**config.mk**
```make
export PLATFORM = sky130hd
export DESIGN_NAME = jtpopeye_sdram_arb
export DESIGN_NICKNAME = d
export VERILOG_FILES = /design/src/rtl/jtpopeye_pkg.sv /design/src/rtl/jtpopeye_rom_cache.sv /design/src/rtl/jtpopeye_sdram_arb.sv
export SDC_FILE = /design/constraint.sdc
export NUM_CORES = 1
export LEC_CHECK = 0
export BUFFER_PORTS_ARGS = -buffer_cell sky130_fd_sc_hd__buf_2
export CORE_MARGIN = 2
export CORE_UTILIZATION = 45
export CTS_BUF_LIST = sky130_fd_sc_hd__clkbuf_16
export CTS_CLUSTER_DIAMETER = 50
export DETAILED_ROUTE_END_ITERATION = 10
export PLACE_DENSITY_LB_ADDON = 0.1
export REMOVE_ABC_BUFFERS = 1
export SETUP_SLACK_MARGIN = 0.05
export SYNTH_ARGS = -nofsm -noshare
export SYNTH_HDL_FRONTEND = slang
export SYNTH_SLANG_ARGS = --single-unit
```
**constraint.sdc**
```tcl
create_clock -name clk -period 1.57 [get_ports clk]
set_input_delay 0.2355 -clock clk [delete_from_list [all_inputs] [get_ports clk]]
set_output_delay 0.2355 -clock clk [all_outputs]
set_load 0.01 [all_outputs]
```
**src/rtl/jtpopeye_pkg.sv**
```systemverilog
// Shared types for the Popeye SDRAM read arbiter: requester ids, FSM states
// and SDRAM word-address helpers.
package jtpopeye_pkg;

   localparam int SDRAM_AW = 22;
   localparam int TAG_W    = 13;

   typedef enum logic {
      REQ_MAIN = 1'b0,
      REQ_OBJ  = 1'b1
   } req_e;

   typedef enum logic [1:0] {
      IDLE,
      WAIT_ACK,
      WAIT_DATA
   } state_e;

   // A tag names a 32-bit word, i.e. two 16-bit SDRAM words; the sum wraps mod 2^22.
   function automatic logic [SDRAM_AW-1:0] word_addr(input logic [SDRAM_AW-1:0] base,
                                                      input logic [TAG_W-1:0]    tag);
      return base + {{(SDRAM_AW-TAG_W-1){1'b0}}, tag, 1'b0};
   endfunction

endpackage

```
**src/rtl/jtpopeye_rom_cache.sv**
```systemverilog
// One-entry read cache: holds the last word fetched for a requester and
// reports a hit when the live tag matches the stored one.
module jtpopeye_rom_cache #(
   parameter int TAG_W  = 13,
   parameter int DATA_W = 32
) (
   input  logic              clk,
   input  logic              rst_n,
   input  logic [TAG_W-1:0]  tag,
   input  logic              load,
   input  logic [TAG_W-1:0]  load_tag,
   input  logic [DATA_W-1:0] load_data,
   output logic              hit,
   output logic [DATA_W-1:0] word
);

   logic             valid;
   logic [TAG_W-1:0] tag_q;

   always_ff @(posedge clk) begin
      if (!rst_n) begin
         valid <= 1'b0;
         tag_q <= '0;
         word  <= '0;
      end else if (load) begin
         valid <= 1'b1;
         tag_q <= load_tag;
         word  <= load_data;
      end
   end

   assign hit = valid && (tag == tag_q);

endmodule

```
**src/rtl/jtpopeye_sdram_arb.sv**
```systemverilog
// Read-only SDRAM arbiter between the main CPU ROM and the object-ROM fetcher.
// Each side keeps its last word cached; only misses go out to the SDRAM.
module jtpopeye_sdram_arb
   import jtpopeye_pkg::*;
#(
   parameter logic [SDRAM_AW-1:0] MAIN_OFFSET = 22'h000000,
   parameter logic [SDRAM_AW-1:0] OBJ_OFFSET  = 22'h008000
) (
   input  logic                clk,
   input  logic                rst_n,
   input  logic                main_cs,
   input  logic [14:0]         main_addr,
   output logic [7:0]          main_dout,
   output logic                main_ok,
   input  logic [TAG_W-1:0]    obj_addr,
   output logic [31:0]         objrom_data,
   output logic                obj_ok,
   output logic                sdram_req,
   output logic [SDRAM_AW-1:0] sdram_addr,
   input  logic                sdram_ack,
   input  logic                data_rdy,
   input  logic [31:0]         data_read
);

   state_e              state, state_nx;
   req_e                gnt, gnt_nx, last_served, last_nx, pick;
   logic [TAG_W-1:0]    issue_tag, tag_nx;
   logic                req_nx;
   logic [SDRAM_AW-1:0] addr_nx;
   logic                main_load, obj_load, main_hit, obj_hit, main_miss, obj_miss;
   logic [31:0]         main_word;

   jtpopeye_rom_cache #(.TAG_W(TAG_W), .DATA_W(32)) u_main (
      .clk       (clk),
      .rst_n     (rst_n),
      .tag       (main_addr[14:2]),
      .load      (main_load),
      .load_tag  (issue_tag),
      .load_data (data_read),
      .hit       (main_hit),
      .word      (main_word)
   );

   jtpopeye_rom_cache #(.TAG_W(TAG_W), .DATA_W(32)) u_obj (
      .clk       (clk),
      .rst_n     (rst_n),
      .tag       (obj_addr),
      .load      (obj_load),
      .load_tag  (issue_tag),
      .load_data (data_read),
      .hit       (obj_hit),
      .word      (objrom_data)
   );

   assign main_ok   = main_cs && main_hit;
   assign obj_ok    = obj_hit;
   assign main_dout = main_word[{main_addr[1:0], 3'b000} +: 8];
   assign main_miss = main_cs && !main_ok;
   assign obj_miss  = !obj_ok;

   // Round robin only matters when both miss; otherwise serve whoever does.
   always_comb begin
      pick = REQ_MAIN;
      if (main_miss && obj_miss)
         pick = (last_served == REQ_MAIN) ? REQ_OBJ : REQ_MAIN;
      else if (obj_miss)
         pick = REQ_OBJ;
   end

   always_comb begin
      state_nx  = state;
      gnt_nx    = gnt;
      tag_nx    = issue_tag;
      last_nx   = last_served;
      req_nx    = sdram_req;
      addr_nx   = sdram_addr;
      main_load = 1'b0;
      obj_load  = 1'b0;
      case (state)
         IDLE: begin
            if (main_miss || obj_miss) begin
               gnt_nx   = pick;
               tag_nx   = (pick == REQ_OBJ) ? obj_addr : main_addr[14:2];
               req_nx   = 1'b1;
               addr_nx  = (pick == REQ_OBJ) ? word_addr(OBJ_OFFSET, obj_addr)
                                            : word_addr(MAIN_OFFSET, main_addr[14:2]);
               state_nx = WAIT_ACK;
            end
         end
         WAIT_ACK: begin
            if (sdram_ack) begin
               req_nx   = 1'b0;
               state_nx = WAIT_DATA;
            end
         end
         WAIT_DATA: begin
            // Stored under the tag that was issued, even if the address moved since.
            if (data_rdy) begin
               main_load = (gnt == REQ_MAIN);
               obj_load  = (gnt == REQ_OBJ);
               last_nx   = gnt;
               state_nx  = IDLE;
            end
         end
         default: state_nx = IDLE;
      endcase
   end

   always_ff @(posedge clk) begin
      if (!rst_n) begin
         state       <= IDLE;
         gnt         <= REQ_MAIN;
         last_served <= REQ_MAIN;
         issue_tag   <= '0;
         sdram_req   <= 1'b0;
         sdram_addr  <= '0;
      end else begin
         state       <= state_nx;
         gnt         <= gnt_nx;
         last_served <= last_nx;
         issue_tag   <= tag_nx;
         sdram_req   <= req_nx;
         sdram_addr  <= addr_nx;
      end
   end

endmodule

```
==> run_results.csv, run 1 <==
group,metric,value,unit
global_route,grt_antenna_before_repair,0,
sta,min_period,1987,ps
finish,finish.cell_count_without_fillers,802,
placed_design,io_buffers,121,
global_route,grt_usage,19.71,%
clock_network,cts_root_buffer,"clkbuf_16",
drt,ant_nets,0,
synthesis,synth-warning-count,0,
sta,rsz0062_at_grt,"yes",
synthesis,syn_area,0.004720,mm^2
finish,areaGrowthSynthToFinish,31.97,%
sta,period_share,126.6,%
finish,postLayoutCellArea,0.006228,mm^2
global_route,grt-ovfl-total,0,
sta,fmax,503.2,MHz
global_route,grt_pass1_vias,3639,
finish,antenna_cells,0,
clock_network,htreeDepth,3,
clock_network,cts_tree,"done",
drt,wl_per_cell,14.14,um
drt,drt_iter0_drc,171,
worst_setup_path,start_kind,"register",
finish,seq_area,0.002231,mm^2
power,power,5.789,mW
power,p_int,4.391,mW
hold_path,hp-class,"in2reg",
power,comb_power_share,10.3,%
worst_setup_path,cp.arrival,2250,ps
clock_network,max-clock-path-buffers,2,
job,drv_cap,0,
synthesis,syn_avg_cell_area,8.871,um^2
die,fp-row-count,37,
sta,setup_viol,18,
worst_setup_path,path_class,"reg2reg",
finish,fill_cells,939,
synthesis,yosys-top-cells-count,"184 x nand2_1, 110 x dfxtp_1, 69 x a21boi_0",
outcome,violations,"negative setup slack",
power,p_sw_share,24.16,%
die,ios,130,
power,p_sw,1.399,mW
die,die_x,106.4,um
power,ir_drop,0.0005203,V
sta,drv_slew,0,
drt,vias,3878,
clock_network,numCtsBuffers,9,
synthesis,synthFlopType,"dfxtp_1",
worst_setup_path,worstPathMaxFanout,5,
power,leakage,2.401,nW
finish,nets,726,
worst_setup_path,cp.required,1830,ps
synthesis,synth_top_area_cell,"dfxtp_1",
synthesis,synth_top_area_share,46.66,%
power,seqPwrFrac,50.5,%
placed_design,placed_area,0.005624,mm^2
drt,drt-vias-per-instance,4.835,
drt,drc_errors,0,
clock_network,clk_pin_slew,70,ps
die,chipHeight,106.4,um
synthesis,ys_seq_area_share,46.66,%
placed_design,gp_congestion,0.7728,
synthesis,ys_types,33,
sta,fin_skew,7.322,ps
sta,finalWorstSetupSlack,-417.1,ps
synthesis,synthArstFlopShare,0,%
placed_design,dp.cells,781,
synthesis,yosysMostFrequentCell,"nand2_1",
power,power_density,929.5,mW/mm^2
clock_network,clk_latency,340,ps
worst_setup_path,cp-end-kind,"register",
clock_network,clock-sinks,110,
global_route,grt_pass1_wl,17.91,mm
sta,hold_viol_final,0,
placed_design,post-place-ws,-363.6,ps
synthesis,postSynthCellCount,532,
outcome,outcome,"complete, but fails checks",
synthesis,synth_edf_count,0,
placed_design,dp_hpwl,7.929,mm
synthesis,synth_area_leaders,"dfxtp_1 47%, nand2_1 15%, a21boi_0 11%",
die,start_util,46.13,%
drt,firstDrtPassIters,4,
die,core,0.01023,mm^2
finish,multi_input_comb_area,0.002486,mm^2
power,clkPwrFrac,39.1,%
synthesis,ys_ff_latch,110,
drt,drt_wl_total,11.34,mm
die,dieArea,0.01132,mm^2
global_route,grt_max_degree,61,
worst_setup_path,rrSetupSlack,-420,ps
finish,drive_above_1_share,34.38,%
==> registers in the layout (all words and copies together) (netlist names) <==
register	flops
u_main.word	32
u_main.valid	1
state	2
u_obj.valid	1
issue_tag	12
sdram_addr	2
u_obj.word	32
u_main.tag_q	13
sdram_req	1
last_served	1
u_obj.tag_q	13
==> layout by cell type, fill, tap and decap left out, types with 6 or more instances in the layout <==
cell type,instances
buf_2,113
buf_12,8
a21boi_1,23
clkbuf_16,10
conb_1,8
mux4_2,8
mux2i_1,10
o21ai_1,13
xnor2_2,14
a21oi_1,12
buf_4,20
a21boi_0,69
nand4_1,6
buf_6,12
xnor2_1,12
nand2_1,183
dfxtp_2,23
dfxtp_1,87
==> critical path, stage by stage, from the launching register on <==
cell	delay, ps
dfxtp_2	360
xnor2_2	110
nand4_1	170
buf_4	180
o41ai_4	440
o21bai_4	180
buf_6	160
mux2i_4	170
a21oi_1	130
==> cell type report <==
class	instances	area share [%]
timing repair buffer	154	16.63
inverter	2	0.1205
clock buffer	9	3.616
multi-input combinational	384	39.92
sequential	110	35.82
tap	136	2.732
clock inverter	7	1.165
==> metal layers <==
layer	wire [um]	global-route usage, %	up-vias
met5	0	0	-
met1	5149	26.16	1771
met4	144	6.030	0
li1	-	-	2009
met2	5528	33.06	87
met3	518	3.188	11
==> stage by stage <==
stage               util [%]  setup TNS (ps)  hold WS (ps)
floorplan                  -          -48970         353.2
global placement       54.97           -5122         438.1
detailed placement     54.97           -5699         443.0
CTS                    58.77           -5594         138.1
global route           60.88           -8022         137.6
finish                 60.88           -6461         139.4
==> path summary, 6_finish.rpt <==
| kind | cells after the start | start | to |
|---|---|---|---|
| max | 8 | u_main.tag_q[9]$_SDFFE_PN0P_ | issue_tag[2]$_SDFFE_PN0P_ |
| min | 3 | data_read[27] | u_main.word[27]$_SDFFE_PN0P_ |
| max reg2reg | 8 | u_main.tag_q[9]$_SDFFE_PN0P_ | issue_tag[2]$_SDFFE_PN0P_ |
| min reg2reg | 2 | u_obj.word[13]$_SDFFE_PN0P_ | u_obj.word[13]$_SDFFE_PN0P_ |
==> logic make-up after synthesis <==
group	count (synthesis)	synth area share [%]
xor+xnor	26	4.825
other cells	1	0.07946
mux	21	6.575
compound gates	126	19.30
flops	110	46.66
simple gates	203	17.47
buf+inv	45	5.090
==> power by group through the flow <==
stage / combinational, mW / clock (mW) / sequential (mW)
floorplan: 0.213 / 0 / 2.99
global route: 0.651 / 2.42 / 2.93
finish: 0.598 / 2.27 / 2.93
global placement: 0.539 / 0 / 2.98
CTS: 0.568 / 2.32 / 2.92
detailed placement: 0.546 / 0 / 2.99
==> timing repair <==
action / CTS / global route
endpoints found under the hold margin: 0 / 0
setup endpoints to repair: 98 / 103
cloned: 0 / 2
setup buffers: 3 / 0
gates resized for setup: 27 / 44
pin swaps: 16 / 25
hold buffers: 0 / 0
Note: power is estimated with default switching activity, not from simulation.
==> run 2: changes to the inputs <==
Clock period 1.57 ns to 1.9 ns, I/O delays scaled along.
==> run 2 against run 1 <==
  * The flow now finishes without violations
  * Design area fell by 5.6%
  * Sequential share of layout area rose by 1.9 points
  * Critical path depth fell by 3
  * Critical endpoint is now main_ok
  * Die area did not move
  * Count of clock-buffer cells in the layout did not move
  * Core utilization fell by 3.4 points
  * Clock skew rose by 2.2 ps
  * First-iteration DRC count fell by 6.4%
  * Global-route usage fell by 0.075 points
  * Sequential cell count did not move
  * Sequential power fell by 17%
==> run_results.csv, run 2 (same netlist as run 1, synthesis figures left out) <==
group,metric,value,unit
worst_setup_path,cpMaxStageDelayCell,"dfxtp_2",
finish,antenna_cells,0,
die,dieArea,0.01132,mm^2
sta,hold_viol_final,0,
drt,drt-vias-per-instance,4.991,
power,leakage,2.254,nW
die,start_util,46.13,%
die,fp-row-count,37,
drt,drt_wl_total,11.30,mm
finish,multi_input_comb_area,0.002404,mm^2
finish,layout_commonest_cell,"nand2_1",
worst_setup_path,worstPathMaxFanout,2,
power,power_density,789.1,mW/mm^2
global_route,grt_usage,19.64,%
worst_setup_path,cp.required,1620,ps
global_route,grt_max_degree,61,
job,drv_cap,0,
finish,seq_area,0.002216,mm^2
die,chipHeight,106.4,um
placed_design,placed_area,0.005454,mm^2
finish,fill_cells,970,
placed_design,post-place-ws,-103.5,ps
worst_setup_path,cp-end-kind,"primary output",
power,power,4.638,mW
global_route,grt_pass1_vias,3735,
clock_network,clk_pin_slew,70,ps
sta,rsz0062_at_grt,"yes",
drt,vias,3918,
drt,wl_per_cell,14.40,um
finish,final_cell_mix,"184 x nand2_1, 120 x buf_2, 99 x dfxtp_1",
placed_design,gp_congestion,0.8014,
clock_network,max-clock-path-buffers,2,
finish,nets,709,
sta,setup_viol,0,
worst_setup_path,start_kind,"register",
finish,areaGrowthSynthToFinish,24.55,%
placed_design,dp_hpwl,7.344,mm
worst_setup_path,cp.arrival,1610,ps
hold_path,hp-class,"in2reg",
clock_network,cts_tree,"done",
sta,period_share,99.95,%
finish,reg_top3,"u_main.word: 32 flops, u_obj.word: 32 flops",
worst_setup_path,cpPeakStageDelay,360,ps
die,ios,130,
global_route,grt_antenna_before_repair,0,
outcome,outcome,"finished, final reports clean",
sta,fmax,526.6,MHz
placed_design,io_buffers,121,
worst_setup_path,rrSetupSlack,50,ps
worst_setup_path,worstPathCellList,"xnor2_2 > nand4_1 > nor4_1 > and2_1 > buf_2",
sta,drv_slew,0,
global_route,grt-ovfl-total,0,
sta,fin_skew,9.478,ps
die,core,0.01023,mm^2
drt,drc_errors,0,
drt,firstDrtPassIters,4,
sta,min_period,1899,ps
finish,drive_above_1_share,29.12,%
sta,finalWorstSetupSlack,0.9480,ps
die,die_x,106.4,um
sta,tightest_slew,520.9,ps
worst_setup_path,path_class,"reg2out",
finish,postLayoutCellArea,0.005878,mm^2
clock_network,numCtsBuffers,9,
drt,ant_nets,0,
finish,fin_util,57.45,%
global_route,grt_pass1_wl,17.93,mm
power,ir_drop,0.0003823,V
clock_network,htreeDepth,3,
clock_network,cts_root_buffer,"clkbuf_16",
drt,drt_iter0_drc,160,
clock_network,clock-sinks,110,
sta,finalSetupTns,0,ps
sta,slew_headroom,65.27,%
clock_network,clk_latency,340,ps
[run 2: final timing paths]
check                          startpoint                     endpoint  depth (start not counted)
max          u_main.tag_q[1]$_SDFFE_PN0P_                      main_ok                          5
min reg2reg    u_obj.word[5]$_SDFFE_PN0P_   u_obj.word[5]$_SDFFE_PN0P_                          2
max reg2reg  u_main.tag_q[1]$_SDFFE_PN0P_    issue_tag[1]$_SDFFE_PN0P_                          7
min                         data_read[13]  u_obj.word[13]$_SDFFE_PN0P_                          3
[run 2: worst max-delay path: cells and delay by family, from the launching register on]
family,cells,cell delay [ps]
DFF,1,360
and+or+nand+nor,3,680
buffers and inverters,1,120
xor gates and xnor gates,1,110
[run 2: layout make-up]
type / count / share of cell area, %
inverters: 2 / 0.1277
flip-flops and latches: 110 / 37.70
clock inverters: 7 / 0.8301
repair buffers: 137 / 13.73
clock buffers: 9 / 3.831
well taps: 136 / 2.895
multi-input cells: 384 / 40.89
[run 2: through the flow]
stage                     cells  hold WS [ps]
final                       785         185.5
after global routing        785         181.7
after CTS                   782         175.3
after detailed placement    765         444.9
after global placement      765         438.1
after floorplan             496         402.7
[run 2: power by group]
group / total, mW / leakage (nW) / internal [mW] / switching (mW)
logic: 0.469 / 1.22 / 0.222 / 0.247
clock network: 1.75 / 0.138 / 0.895 / 0.855
registers: 2.42 / 0.897 / 2.36 / 0.0570
total: 4.64 / 2.25 / 3.48 / 1.16
[run 2: metal layers]
layer,GRT usage (%),vias to the layer above,share of wire [%]
met5,0,-,0
met4,5.566,0,0.85
met1,25.03,1842,45
met2,33.47,97,48
li1,-,1970,-
met3,4.353,9,5.7
[run 2: timing repair]
item,in CTS,in global routing
buffers inserted,1,1
pin swaps,17,17
setup endpoints to repair,18,18
gates cloned,0,2
hold buffers,0,0
endpoints found under the hold margin,0,0
resized for setup,10,22
